### config.mk
export PLATFORM = sky130hd
export DESIGN_NAME = viterbi_frame_seq_flat
export DESIGN_NICKNAME = d
export VERILOG_FILES = /design/src/rtl/viterbi_frame_seq_if.sv /design/src/rtl/viterbi_frame_seq.sv /design/src/flat_wrapper.sv
export SDC_FILE = /design/constraint.sdc
export NUM_CORES = 1
export LEC_CHECK = 0
export ABC_AREA = 1
export CAP_MARGIN = 30
export CORE_MARGIN = 2
export CORE_UTILIZATION = 50
export CTS_CLUSTER_DIAMETER = 60
export DETAILED_ROUTE_END_ITERATION = 8
export GPL_TIMING_DRIVEN = 0
export PLACE_DENSITY = 0.81
export SYNTH_ARGS = -nofsm -noshare
export SYNTH_HDL_FRONTEND = slang
export SYNTH_SLANG_ARGS = --single-unit
### constraint.sdc
create_clock -name clk -period 2.6 [get_ports clk]
set_clock_uncertainty 0.15 [all_clocks]
set_input_delay 0.26 -clock clk [delete_from_list [all_inputs] [get_ports clk]]
set_output_delay 0.26 -clock clk [all_outputs]
set_load 0.05 [all_outputs]
### src/rtl/viterbi_frame_seq_if.sv
// Handshake/data bundle between the Viterbi frame sequencer and its environment.
//   slave  : sequencer side (viterbi_frame_seq)
//   master : environment side (frame control, encoder/channel/decoder loop)
// Signals:
//   start_i       start one frame (sampled only while idle)
//   frame_len_i   data bits per frame
//   err_period_i  injection period in encoded symbols, 0 = off
//   err_burst_i   corrupted symbols at the start of each period
//   enc_bit_o     data bit to the encoder
//   enc_en_o      encoder enable
//   inj_mask_o    XOR mask for the 2-bit encoded symbol
//   dec_bit_i     decoder output bit
//   busy_o        frame in progress (RUN through DONE)
//   done_o        one-cycle pulse at frame completion
//   bit_err_cnt_o mismatched data bits
//   inj_cnt_o     corrupted symbols
//   max_run_o     longest streak of consecutive bit errors
interface viterbi_frame_seq_if #(
    parameter int unsigned FRAME_W = 16,
    parameter int unsigned CNT_W   = 16
);
    logic               start_i;
    logic [FRAME_W-1:0] frame_len_i;
    logic [7:0]         err_period_i;
    logic [7:0]         err_burst_i;
    logic               enc_bit_o;
    logic               enc_en_o;
    logic [1:0]         inj_mask_o;
    logic               dec_bit_i;
    logic               busy_o;
    logic               done_o;
    logic [CNT_W-1:0]   bit_err_cnt_o;
    logic [CNT_W-1:0]   inj_cnt_o;
    logic [CNT_W-1:0]   max_run_o;

    modport master (
        output start_i, frame_len_i, err_period_i, err_burst_i, dec_bit_i,
        input  enc_bit_o, enc_en_o, inj_mask_o, busy_o, done_o,
               bit_err_cnt_o, inj_cnt_o, max_run_o
    );

    modport slave (
        input  start_i, frame_len_i, err_period_i, err_burst_i, dec_bit_i,
        output enc_bit_o, enc_en_o, inj_mask_o, busy_o, done_o,
               bit_err_cnt_o, inj_cnt_o, max_run_o
    );
endinterface

### src/rtl/viterbi_frame_seq.sv
// Frame sequencer and self-check controller for the encoder -> channel -> Viterbi decoder loop.
// Generates a PRBS data frame, zero-tail flushes the trellis, waits out the decoder latency,
// and compares decoder output against a delayed copy of the sent data bits. Also schedules
// periodic burst error injection on the encoded symbols and counts injected symbols.
// Ports:
//   clk  system clock
//   rst  asynchronous active-low reset
//   bus  viterbi_frame_seq_if.slave (control, encoder/decoder loop, statistics)
// Optional feature: define VITERBI_SEQ_STATS_EN to build the longest-error-run tracker
// (max_run_o); otherwise max_run_o is tied to zero.
module viterbi_frame_seq #(
    parameter int unsigned FRAME_W     = 16,
    parameter int unsigned TAIL_LEN    = 6,
    parameter int unsigned DEC_LATENCY = 64,
    parameter logic [15:0] LFSR_SEED   = 16'hACE1,
    parameter int unsigned CNT_W       = 16
) (
    input logic               clk,
    input logic               rst,
    viterbi_frame_seq_if.slave bus
);

    // Phase counter must hold frame_len-1, TAIL_LEN-1 and DEC_LATENCY-1.
    localparam int unsigned TAIL_W = $clog2(TAIL_LEN + 1);
    localparam int unsigned LAT_W  = $clog2(DEC_LATENCY + 1);
    localparam int unsigned PH_W0  = (FRAME_W > TAIL_W) ? FRAME_W : TAIL_W;
    localparam int unsigned PH_W   = (PH_W0 > LAT_W) ? PH_W0 : LAT_W;

    typedef enum logic [2:0] {StIdle, StRun, StFlush, StDrain, StDone} state_e;

    state_e             state;
    logic [PH_W-1:0]    phase;
    logic [FRAME_W-1:0] frame_len;
    logic [7:0]         err_period;
    logic [7:0]         err_burst;
    logic [15:0]        lfsr;
    logic               enc_en;
    logic               enc_bit;
    logic               busy;
    logic               done;

    logic [7:0]         sym_cnt;
    logic [1:0]         inj_mask;
    logic [CNT_W-1:0]   inj_cnt;
    logic [CNT_W-1:0]   bit_err_cnt;
    // {is_data_bit, sent_bit}, aligned with dec_bit_i at the far end
    logic [1:0]         dly [DEC_LATENCY];

    logic [15:0]        lfsr_next;
    logic [PH_W-1:0]    len_last;
    logic               accept;
    logic               chk_valid;
    logic               chk_err;
    logic               inj_hit;

    // x^16 + x^14 + x^13 + x^11 + 1, Fibonacci form shifting right, output at bit 0
    assign lfsr_next = {lfsr[0] ^ lfsr[2] ^ lfsr[3] ^ lfsr[5], lfsr[15:1]};
    assign len_last  = PH_W'(frame_len) - PH_W'(1);
    assign accept    = (state == StIdle) && bus.start_i;
    assign chk_valid = dly[DEC_LATENCY-1][1];
    assign chk_err   = chk_valid && (bus.dec_bit_i != dly[DEC_LATENCY-1][0]);
    assign inj_hit   = enc_en && (err_period != 8'd0) && (sym_cnt < err_burst);

    // Sequencing FSM; all loop-facing control outputs are registered here.
    always_ff @(posedge clk or negedge rst) begin
        if (!rst) begin
            state      <= StIdle;
            phase      <= '0;
            frame_len  <= '0;
            err_period <= '0;
            err_burst  <= '0;
            lfsr       <= LFSR_SEED;
            enc_en     <= 1'b0;
            enc_bit    <= 1'b0;
            busy       <= 1'b0;
            done       <= 1'b0;
        end else begin
            unique case (state)
                StIdle: begin
                    if (bus.start_i) begin
                        frame_len  <= bus.frame_len_i;
                        err_period <= bus.err_period_i;
                        err_burst  <= bus.err_burst_i;
                        lfsr       <= LFSR_SEED;
                        phase      <= '0;
                        busy       <= 1'b1;
                        enc_en     <= 1'b1;
                        if (bus.frame_len_i == '0) begin
                            state   <= StFlush;
                            enc_bit <= 1'b0;
                        end else begin
                            state   <= StRun;
                            enc_bit <= LFSR_SEED[0];
                        end
                    end
                end
                StRun: begin
                    if (phase == len_last) begin
                        state   <= StFlush;
                        phase   <= '0;
                        enc_bit <= 1'b0;
                    end else begin
                        phase   <= phase + PH_W'(1);
                        lfsr    <= lfsr_next;
                        enc_bit <= lfsr_next[0];
                    end
                end
                StFlush: begin
                    if (phase == PH_W'(TAIL_LEN - 1)) begin
                        state  <= StDrain;
                        phase  <= '0;
                        enc_en <= 1'b0;
                    end else begin
                        phase <= phase + PH_W'(1);
                    end
                end
                StDrain: begin
                    if (phase == PH_W'(DEC_LATENCY - 1)) begin
                        state <= StDone;
                        phase <= '0;
                        done  <= 1'b1;
                    end else begin
                        phase <= phase + PH_W'(1);
                    end
                end
                StDone: begin
                    state <= StIdle;
                    done  <= 1'b0;
                    busy  <= 1'b0;
                end
                default: state <= StIdle;
            endcase
        end
    end

    // Check delay line, injection scheduling and statistics counters.
    always_ff @(posedge clk or negedge rst) begin
        if (!rst) begin
            sym_cnt     <= '0;
            inj_mask    <= '0;
            inj_cnt     <= '0;
            bit_err_cnt <= '0;
            for (int i = 0; i < DEC_LATENCY; i++) dly[i] <= '0;
        end else begin
            // enc_bit is zero outside RUN, so only RUN entries carry data
            dly[0] <= {state == StRun, enc_bit};
            for (int i = 1; i < DEC_LATENCY; i++) dly[i] <= dly[i-1];

            if (accept) begin
                sym_cnt     <= '0;
                inj_mask    <= '0;
                inj_cnt     <= '0;
                bit_err_cnt <= '0;
            end else begin
                // Mask lands one cycle after its symbol, matching the encoder's registered output
                inj_mask <= inj_hit ? 2'b11 : 2'b00;
                if (inj_hit && (inj_cnt != '1)) inj_cnt <= inj_cnt + CNT_W'(1);
                if (enc_en) begin
                    if ((err_period == 8'd0) || (sym_cnt == err_period - 8'd1)) sym_cnt <= '0;
                    else sym_cnt <= sym_cnt + 8'd1;
                end
                if (chk_err && (bit_err_cnt != '1)) bit_err_cnt <= bit_err_cnt + CNT_W'(1);
            end
        end
    end

`ifdef VITERBI_SEQ_STATS_EN
    logic [CNT_W-1:0] run_len;
    logic [CNT_W-1:0] max_run;
    logic [CNT_W-1:0] run_inc;

    assign run_inc = (run_len == '1) ? run_len : run_len + CNT_W'(1);

    always_ff @(posedge clk or negedge rst) begin
        if (!rst) begin
            run_len <= '0;
            max_run <= '0;
        end else if (accept) begin
            run_len <= '0;
            max_run <= '0;
        end else if (chk_valid) begin
            if (chk_err) begin
                run_len <= run_inc;
                if (run_inc > max_run) max_run <= run_inc;
            end else begin
                run_len <= '0;
            end
        end
    end

    assign bus.max_run_o = max_run;
`else
    assign bus.max_run_o = '0;
`endif

    assign bus.enc_bit_o     = enc_bit;
    assign bus.enc_en_o      = enc_en;
    assign bus.inj_mask_o    = inj_mask;
    assign bus.busy_o        = busy;
    assign bus.done_o        = done;
    assign bus.bit_err_cnt_o = bit_err_cnt;
    assign bus.inj_cnt_o     = inj_cnt;

endmodule

### src/flat_wrapper.sv
// flat-port wrapper written by rule: the top's interface ports become plain ports
module viterbi_frame_seq_flat 
#(
    parameter int unsigned FRAME_W     = 16,
    parameter int unsigned TAIL_LEN    = 6,
    parameter int unsigned DEC_LATENCY = 64,
    parameter logic [15:0] LFSR_SEED   = 16'hACE1,
    parameter int unsigned CNT_W       = 16
)
  (clk, rst, bus_start_i, bus_frame_len_i, bus_err_period_i, bus_err_burst_i, bus_dec_bit_i, bus_enc_bit_o, bus_enc_en_o, bus_inj_mask_o, bus_busy_o, bus_done_o, bus_bit_err_cnt_o, bus_inj_cnt_o, bus_max_run_o);
  viterbi_frame_seq_if #(.FRAME_W(FRAME_W), .CNT_W(CNT_W)) bus_i ();
  input logic clk;
  input logic rst;
  input wire logic [$bits(bus_i.start_i)-1:0] bus_start_i;
  input wire logic [$bits(bus_i.frame_len_i)-1:0] bus_frame_len_i;
  input wire logic [$bits(bus_i.err_period_i)-1:0] bus_err_period_i;
  input wire logic [$bits(bus_i.err_burst_i)-1:0] bus_err_burst_i;
  input wire logic [$bits(bus_i.dec_bit_i)-1:0] bus_dec_bit_i;
  output wire logic [$bits(bus_i.enc_bit_o)-1:0] bus_enc_bit_o;
  output wire logic [$bits(bus_i.enc_en_o)-1:0] bus_enc_en_o;
  output wire logic [$bits(bus_i.inj_mask_o)-1:0] bus_inj_mask_o;
  output wire logic [$bits(bus_i.busy_o)-1:0] bus_busy_o;
  output wire logic [$bits(bus_i.done_o)-1:0] bus_done_o;
  output wire logic [$bits(bus_i.bit_err_cnt_o)-1:0] bus_bit_err_cnt_o;
  output wire logic [$bits(bus_i.inj_cnt_o)-1:0] bus_inj_cnt_o;
  output wire logic [$bits(bus_i.max_run_o)-1:0] bus_max_run_o;
  assign bus_i.start_i = bus_start_i;
  assign bus_i.frame_len_i = bus_frame_len_i;
  assign bus_i.err_period_i = bus_err_period_i;
  assign bus_i.err_burst_i = bus_err_burst_i;
  assign bus_i.dec_bit_i = bus_dec_bit_i;
  assign bus_enc_bit_o = bus_i.enc_bit_o;
  assign bus_enc_en_o = bus_i.enc_en_o;
  assign bus_inj_mask_o = bus_i.inj_mask_o;
  assign bus_busy_o = bus_i.busy_o;
  assign bus_done_o = bus_i.done_o;
  assign bus_bit_err_cnt_o = bus_i.bit_err_cnt_o;
  assign bus_inj_cnt_o = bus_i.inj_cnt_o;
  assign bus_max_run_o = bus_i.max_run_o;
  viterbi_frame_seq #(.FRAME_W(FRAME_W), .TAIL_LEN(TAIL_LEN), .DEC_LATENCY(DEC_LATENCY), .LFSR_SEED(LFSR_SEED), .CNT_W(CNT_W)) u_core (.clk(clk), .rst(rst), .bus(bus_i));
endmodule
Yosys cells after proc, flatten, opt, wreduce, memory -nomap -nowiden:

Cells that the tools add are included.

* flip-flop bits (word level): 241
* logic and storage cells: 164
* output and inout port bits: 54
* bits of input ports: 36

* $add $sub $neg: 6
* order comparisons: 1
* multiplexer cells: 33
* bitwise operators: 3
* equal/unequal tests: 16
* reduce and logical (&&, ||, !) cells: 27

Operators with widths (number)
* 2-to-1 mux 16 bit: 10
* case mux 16 bit (4 select lines): 1
* adder 16 x 1 -> 16 bit (second input constant): 3
* inequality test 16 bit (second input constant): 2
* case mux 16 bit (2 select lines): 1
* 2-to-1 mux 8 bit: 3
* == test 16 bit: 1
* == test 16 x 3 -> 1 bit (second input constant): 1
* == test 16 x 6 -> 1 bit (second input constant): 1
* logical NOT 16 bit: 1
* subtractor 16 x 1 -> 16 bit (second input constant): 1
* nonzero test 2 bit: 7
* 2-to-1 mux 3 bit: 4
* case mux 3 bit (4 select lines): 1
* AND reduction 2 bit: 5
* adder 8 x 1 -> 8 bit (second input constant): 1
* == test 8 bit: 1
* logical NOT 8 bit: 1
* < comparator 8 bit: 1
* case mux 1 bit (2 select lines): 4
* nonzero test 8 bit: 1
* subtractor 8 x 1 -> 8 bit (second input constant): 1
* == test 3 x 2 -> 1 bit (second input constant): 2
* logical AND 1 bit: 6
* 13 further kinds: 26

Logic depth before layout (Yosys ltp):

Gate-level depths: netlist of the first run.

* depth in word-level cells: 6
* depth in mapped cells: 16
* depth with buffers taken out: 15

Worst setup path after synthesis of the first run:

No wires, ideal clock.

* path type: flip-flop to flip-flop
* start: reg u_core.inj_cnt[0] (netlist: u_core.bus.inj_cnt_o[0])
* end: reg u_core.inj_cnt[4] (netlist: u_core.bus.inj_cnt_o[4])
* slack: 83 ps
* buffers on the path: 1
* arrival: 2249 ps
* data required time: 2332 ps
* stages on the path, launching flop included: 12
* setup time: 118 ps
* clock period less this slack: 2517 ps
* cells stage by stage: dfrtp_1 ha_1 nand3_1 nor2_1 nand2_1 nor4_1 a21oi_1 inv_1 buf_2 nor2_1 nor2_1 nor2_1

* word-level cells in the longest chain between the ends: 3
* elaborated cells on any way between the ends: 6
* those cells by class: add/sub (1); eq/ne (1); mux (2); reduce/logical (2)

Ends and longest elaborated chain
* start, declared: RTL line viterbi_frame_seq.sv:44 `logic [CNT_W-1:0] inj_cnt;`
* start signal, assigned: RTL line viterbi_frame_seq.sv:157 `if (inj_hit && (inj_cnt != '1)) inj_cnt <= inj_cnt + CNT_W'(1);`
* adder 16 x 1 -> 16 bit / inequality test 16 bit (equally long branches): RTL line viterbi_frame_seq.sv:157
* 2-to-1 mux 16 bit / logical AND 1 bit (equally long branches): RTL line viterbi_frame_seq.sv:157
* 2-to-1 mux 16 bit / nonzero test 2 bit (equally long branches)

Several ways; a longest one is shown, not always the timed one. The select of a mux whose other input is x is not followed.
A chain may end at the register's enable or synchronous reset.

Worst setup path in the final report of the first run:

* start: reg u_core.bit_err_cnt[0] (netlist: u_core.bus.bit_err_cnt_o[0])
* end: reg u_core.bit_err_cnt[15] (netlist: u_core.bus.bit_err_cnt_o[15])

* word-level cells in the longest chain between the ends: 3
* elaborated cells on any way between the ends: 6
* those cells by class: add/sub (1); eq/ne (1); mux (2); reduce/logical (2)

Ends and longest elaborated chain
* start, declared: RTL line viterbi_frame_seq.sv:45 `logic [CNT_W-1:0] bit_err_cnt;`
* start signal, assigned: RTL line viterbi_frame_seq.sv:162 `if (chk_err && (bit_err_cnt != '1)) bit_err_cnt <= bit_err_cnt + CNT_W'(1);`
* adder 16 x 1 -> 16 bit / inequality test 16 bit (equally long branches): RTL line viterbi_frame_seq.sv:162
* 2-to-1 mux 16 bit / logical AND 1 bit (equally long branches): RTL line viterbi_frame_seq.sv:162
* 2-to-1 mux 16 bit / nonzero test 2 bit (equally long branches)

Several ways; a longest one is shown, not always the timed one. The select of a mux whose other input is x is not followed.

==> reports/qor.yml, run 1 <==
status: "complete, no violations"
grt_pass1_vias: 7158
startpoint_type: "flip-flop"
clk_pin_slew_worst_paths_ns: 0.06
reg2reg_setup_slack_ns: 0.15
grt_overflow: 0
finalNonFillerCells: 1427
synth_cell_types: 42
place_congestion: 0.884
coreArea_um2: 19500
ys_warn_count: 0
via_per_inst: 5.14
post-route-period-util_pct: 94.1
rows: 51
arrival_ns: 2.65
clock-sinks: 240
whs_ns: 0.0641
start_util_pct: 50.8
grt_pass1_wl_mm: 35.2
hold_violations: 0
clk-insertion-delay-late_ns: 0.52
htreeDepth: 1
power.leakage_nw: 6.01
syn_to_final_growth_pct: 20.7
path_class: "reg -> reg"
syn_area_per_cell_um2: 9.64
drv_slew: 0
ys_seq_area_share_pct: 60.8
post-route-util_pct: 61.4
die_y_um: 145
dp_cells: 1381
first_pass_iters: 6
cts_tree: "built"
grt_max_degree: 112
synth-seq-cells: 240
tightestPinTransition_ns: 0.765
antenna_found_initial: 0
drt_iter0_markers: 641
fin_crit_ns: 2.45
setup_viol: 0
layout_common_cells: "253 x nand2_1, 231 x dfrtp_1, 100 x inv_1"
dp_hpwl_mm: 14.4
required_ns: 2.80
worstHoldPathType: "in -> async"
numCtsBuffers: 25
synthArstFlopShare_pct: 100
slew_headroom_pct: 48.7
postRouteAntennaNets: 0
final_common_cell: "nand2_1"
die_area_um2: 20900
drive_gt1_share_pct: 8.52
synth-edff-count: 0
setup-tns-final_ns: 0
p_per_area_nw_per_um2: 628
nets: 1195
ir_drop_mv: 0.449
port_buffers: 73
cts_root_buf: "clkbuf_16"
synth-main-ff-cell: "dfrtp_1"
diodes: 0
vias: 7337
clockBufferDepth: 3
syn_area_um2: 9900
post_drt_wl_per_cell_um: 15.1
cp-end-kind: "flip-flop"
pin_count: 90
syn_inst: 1026
post_cts_buffers: 0
maxCapViolations: 0
grt_usage_pct: 21.2
nFillCells: 1513
drc: 0
max_freq_mhz: 409
routed_wl_mm: 21.5
crit_fanout: 7
fp.dieW_um: 145
grt_setup_unrepaired: "yes"
power by group:
part	switching [mW]	leakage (nW)	internal, mW
clock	1.43	0.393	2.12
combinational	0.141	2.53	0.0739
sequential	0	3.09	3.74
total	1.57	6.01	5.93
final timing paths:
check,startpoint,endpoint,cells after the start
hold reg to reg,u_core.dly[62]$_DFF_PN0_,u_core.dly[60]$_DFF_PN0_,0
setup / recovery,u_core.bus.bit_err_cnt_o[0]$_DFFE_PN0P_,u_core.bus.bit_err_cnt_o[15]$_DFFE_PN0P_,11
max in group asynchronous,rst,u_core.bus.inj_cnt_o[0]$_DFFE_PN0P_,3
min in group clk,bus_err_period_i[6],u_core.err_period[6]$_DFFE_PN0P_,3
hold / removal,rst,u_core.dly[29]$_DFF_PN0_,2
setup reg to reg,u_core.bus.bit_err_cnt_o[0]$_DFFE_PN0P_,u_core.bus.bit_err_cnt_o[15]$_DFFE_PN0P_,11
stage by stage:
| stage | total power, mW | instance area (µm²) | worst slack (ns) |
|---|---|---|---|
| after global placement | 4.01 | 11000 | -8.51 |
| final | 7.50 | 11900 | 0.154 |
| after CTS | 7.57 | 11900 | 0.0422 |
| after detailed placement | 4.02 | 11100 | 0.0112 |
| after global routing | 7.75 | 11900 | -0.0401 |
| after floorplan | 3.87 | 9950 | 0.0832 |
state kept, by name, summed over array words and instances (netlist names):
| name | cells |
|---|---|
| u_core.bus.enc_en_o | 1 |
| u_core.bus.inj_cnt_o | 16 |
| u_core.bus.enc_bit_o | 1 |
| u_core.chk_valid | 1 |
| u_core.state | 3 |
| u_core.err_burst | 8 |
| u_core.bus.bit_err_cnt_o | 16 |
| u_core.bus.inj_mask_o | 1 |
| u_core.err_period | 8 |
| u_core.sym_cnt | 8 |
| u_core.bus.busy_o | 1 |
| u_core.lfsr | 16 |
| u_core.dly | 127 |
| u_core.frame_len | 16 |
| u_core.bus.done_o | 1 |
| u_core.phase | 16 |
area by class of cell:
class | instances | area (µm²) | share of cell area [%]
flip-flops and latches | 240 | 6020 | 50.4
well taps | 265 | 332 | 2.78
clock buffers | 36 | 677 | 5.67
clock inverters | 9 | 138 | 1.15
repair buffers | 76 | 801 | 6.70
plain buffers | 38 | 239 | 2.00
multi-input cells | 660 | 3360 | 28.1
inverters | 103 | 387 | 3.24
per-layer routing:
| metal | track usage [%] | part of all wire, % | vias to the layer above |
|---|---|---|---|
| met5 | 0 | 0 | - |
| met4 | 7.66 | 3.5 | 0 |
| met3 | 3.62 | 5.8 | 64 |
| met2 | 34.6 | 48 | 274 |
| met1 | 28.9 | 43 | 3515 |
| li1 | - | - | 3484 |
critical path: stages, from the launching register on:
cell and delay [ns]:
dfrtp_1 0.41, ha_1 0.23, nand3_1 0.10, nor2_1 0.07, nand3_1 0.08, nand2_1 0.17, nor2_1 0.29, nand2_1 0.21
nor2_1 0.26, inv_1 0.09, nor2_1 0.13, a211oi_1 0.10
cells by family (layout without fill, tap and decap cells):
family          Yosys count  count (layout)  share of synthesized area, %
simple gates            474             474                          20.8
flops                   240             240                          60.8
buf+inv                 141             262                          6.31
compound gates          101             101                          5.39
xor+xnor                 54              54                          4.78
fa+ha+maj                15              15                          1.90
other cells               1              16                        0.0379
what timing repair did:
item	CTS	global route
setup endpoints to repair	1	47
hold buffers	1	0
cloned	0	0
endpoints found under the hold margin	232	0
resized for setup	1	13
pin swaps	0	1
synth_stat cells, types with 2 or more instances:
cell type  count  area (µm²)
buf_4         17         128
clkbuf_1      13        48.8
nand2_2        3        18.8
dfstp_2        8         210
nand3_1       63         315
nor2_2         5        31.3
xor2_1        26         228
nand3b_1       7        52.6
a21oi_1       21         105
nand4_1       17         106
and2_1         2        12.5
dfrtp_1      232        5810
inv_2          3        11.3
nor4_1        16         100
o21ai_1        4        20.0
o21ai_0       69         345
ha_1          15         188
nor3_1        13        65.1
buf_6          2        22.5
nor2_4         2        22.5
nand2_1      254         953
inv_1        100         375
buf_2          3        15.0
xnor2_1       28         245
nor2_1        86         323
No activity file was read; power rests on OpenSTA's default activity.
==> run 2: changes to the inputs <==
GPL_TIMING_DRIVEN = default   (was 0)
==> reports/qor.yml, run 2 (synthesis results as in run 1) <==
nets: 1175  # -1.7%
numCtsBuffers: 24  # -4.0%
grt_setup_unrepaired: "yes"
htreeDepth: 1  # unchanged
cp-startpoint: "u_core.frame_len[0]$_DFFE_PN0P_"
routed_wl_mm: 20.6  # -4.4%
postRouteAntennaNets: 0  # unchanged
crit_fanout: 16  # +9
layout_common_cells: "252 x nand2_1, 232 x dfrtp_1, 100 x inv_1"
drive_gt1_share_pct: 7.53  # -0.99 points
die_area_um2: 20900  # unchanged
required_ns: 2.83  # +0.03 ns
pin_count: 90  # unchanged
dp_hpwl_mm: 13.5  # -6.1%
fin_crit_ns: 2.41  # -0.0382 ns
port_buffers: 73  # unchanged
largest_reg_flops: 127  # unchanged
fin_ws_ns: 0.193  # +0.0382 ns
worstHoldPathType: "in -> reg"
post-route-period-util_pct: 92.6  # -1.5 points
coreArea_um2: 19500  # unchanged
finalPower_mw: 7.38  # -1.7%
drc: 0  # unchanged
reg2reg_from: "u_core.frame_len[0]$_DFFE_PN0P_"
drt_iter0_markers: 468  # -27%
hold_violations: 0  # unchanged
cts_tree: "built"
clk_pin_slew_worst_paths_ns: 0.06  # about the same
grt_pass1_vias: 7024  # -1.9%
cts_root_buf: "clkbuf_16"
max_freq_mhz: 415  # +1.6%
arrival_ns: 2.64  # about the same
first_pass_iters: 5  # -1
rows: 51  # unchanged
finalNonFillerCells: 1408  # -1.3%
reg2reg_setup_slack_ns: 0.19  # +0.04 ns
cp-end-kind: "flip-flop"
via_per_inst: 5.06  # -1.6%
r2r_cells: 13  # +2
largest_register: "u_core.dly"
grt_pass1_wl_mm: 34.1  # -3.1%
tightestPinTransition_ns: 0.617  # -0.147 ns
power.leakage_nw: 5.95  # -1.0%
clockBufferDepth: 3  # unchanged
start_util_pct: 50.8  # unchanged
dp_cells: 1362  # -1.4%
status: "complete, no violations"
drv_slew: 0  # unchanged
maxCapViolations: 0  # unchanged
startpoint_type: "flip-flop"
grt_max_degree: 84  # -25%
place_ws_ns: 0.225  # +0.214 ns
path_class: "reg -> reg"
p_per_area_nw_per_um2: 625  # -0.57%
setup_viol: 0  # unchanged
post_cts_buffers: 0  # unchanged
grt_usage_pct: 20.4  # -0.79 points
post_drt_wl_per_cell_um: 14.6  # -3.1%
holdPathStages: 3
place_congestion: 0.870  # -1.6%
final_common_cell: "nand2_1"
syn_to_final_growth_pct: 19.4
nFillCells: 1556  # +2.8%
fp.dieW_um: 145  # unchanged
die_y_um: 145  # unchanged
vias: 7121  # -2.9%
clk-insertion-delay-late_ns: 0.52  # about the same
ir_drop_mv: 0.474  # +5.6%
antenna_found_initial: 0  # unchanged
grt_overflow: 0  # unchanged
slew_headroom_pct: 58.5  # +9.8 points
worstSetupEndpoint: "u_core.phase[4]$_DFFE_PN0P_"
r2r_end: "u_core.phase[4]$_DFFE_PN0P_"
clock-sinks: 240  # unchanged
==> run 2: cell types whose count changed in the layout (fill, tap and decap cells not counted), moves of 2 or more <==
| cell | before | now |
|---|---|---|
| buf_6 | 2 | 0 |
| buf_2 | 3 | 0 |
| clkbuf_1 | 22 | 9 |
| nor2_2 | 7 | 5 |
| nor2_1 | 84 | 86 |
| nor4_1 | 14 | 16 |
| clkinvlp_4 | 1 | 3 |
| clkbuf_8 | 1 | 3 |
| buf_16 | 2 | 0 |
| nor4_2 | 2 | 0 |
| buf_12 | 0 | 4 |
| clkbuf_2 | 2 | 0 |
==> run 2: how the worst min path moves through the flow <==
stage	startpoint	end	slack, ns
6_report	bus_err_period_i[5]	u_core.err_period[5]$_DFFE_PN0P_	0.14
4_1_cts	bus_err_period_i[4]	u_core.err_period[4]$_DFFE_PN0P_	0.13
2_1_floorplan	rst	u_core.bus.bit_err_cnt_o[0]$_DFFE_PN0P_	-0.19
3_5_place_dp	rst	u_core.dly[18]$_DFF_PN0_	0.15
3_3_place_gp	rst	u_core.dly[16]$_DFF_PN0_	0.15
5_1_grt	bus_err_period_i[5]	u_core.err_period[5]$_DFFE_PN0P_	0.15
==> run 2: per-layer routing <==
layer  vias to the layer above  share of wire (%)  track usage (%)  wire length [µm]
met3                        48                4.3             3.09               890
met1                      3443                 44             27.7              9050
met2                       186                 49             33.7             10000
li1                       3444                  -                -                 -
met5                         -                  0                0                 0
met4                         0                2.9             7.31               605
==> run 2: worst max-delay path, cell delays in order, from the launching register on <==
cell and delay (ns):
dfrtp_1 0.38, inv_2 0.10, ha_1 0.24, nand3_4 0.12, nor2_1 0.19, nand2_1 0.09
nand3_1 0.09, nand2_1 0.05, nor2_1 0.13, nand3_2 0.11, o21ai_4 0.26, nand2_4 0.18
nand2_1 0.09, o21ai_0 0.09
==> run 2: area by class of cell <==
type | instances | area [µm²] | area share [%]
Sequential cell | 240 | 6020 | 50.9
Multi-Input combinational cell | 660 | 3320 | 28.1
Timing Repair Buffer | 95 | 961 | 8.13
Clock buffer | 37 | 701 | 5.93
Inverter | 103 | 387 | 3.27
Tap cell | 265 | 332 | 2.81
Clock inverter | 7 | 92.6 | 0.784
Antenna cell | 1 | 2.50 | 0.0212
==> run 2: repair_timing <==
| item | 4_1_cts | 5_1_grt |
|---|---|---|
| hold endpoints to repair | 77 | 0 |
| hold buffers | 1 | 0 |
| setup endpoints to repair | 0 | 30 |
| resized for setup | 0 | 4 |
==> run 2: metrics by stage <==
step	setup TNS, ns	hold WS [ns]	area, µm²	utilization (%)
floorplan	0	-0.186	9950	-
global placement	0	0.146	11000	56.5
detailed placement	0	0.148	11000	56.5
CTS	0	0.128	11800	60.6
global route	-0.113	0.152	11800	60.7
finish	0	0.141	11800	60.7
==> run 2: power by group <==
| part | total [mW] | switching [mW] | internal [mW] |
|---|---|---|---|
| Clock | 3.44 | 1.39 | 2.06 |
| Sequential | 3.74 | 0 | 3.74 |
| Combinational | 0.198 | 0.137 | 0.0616 |
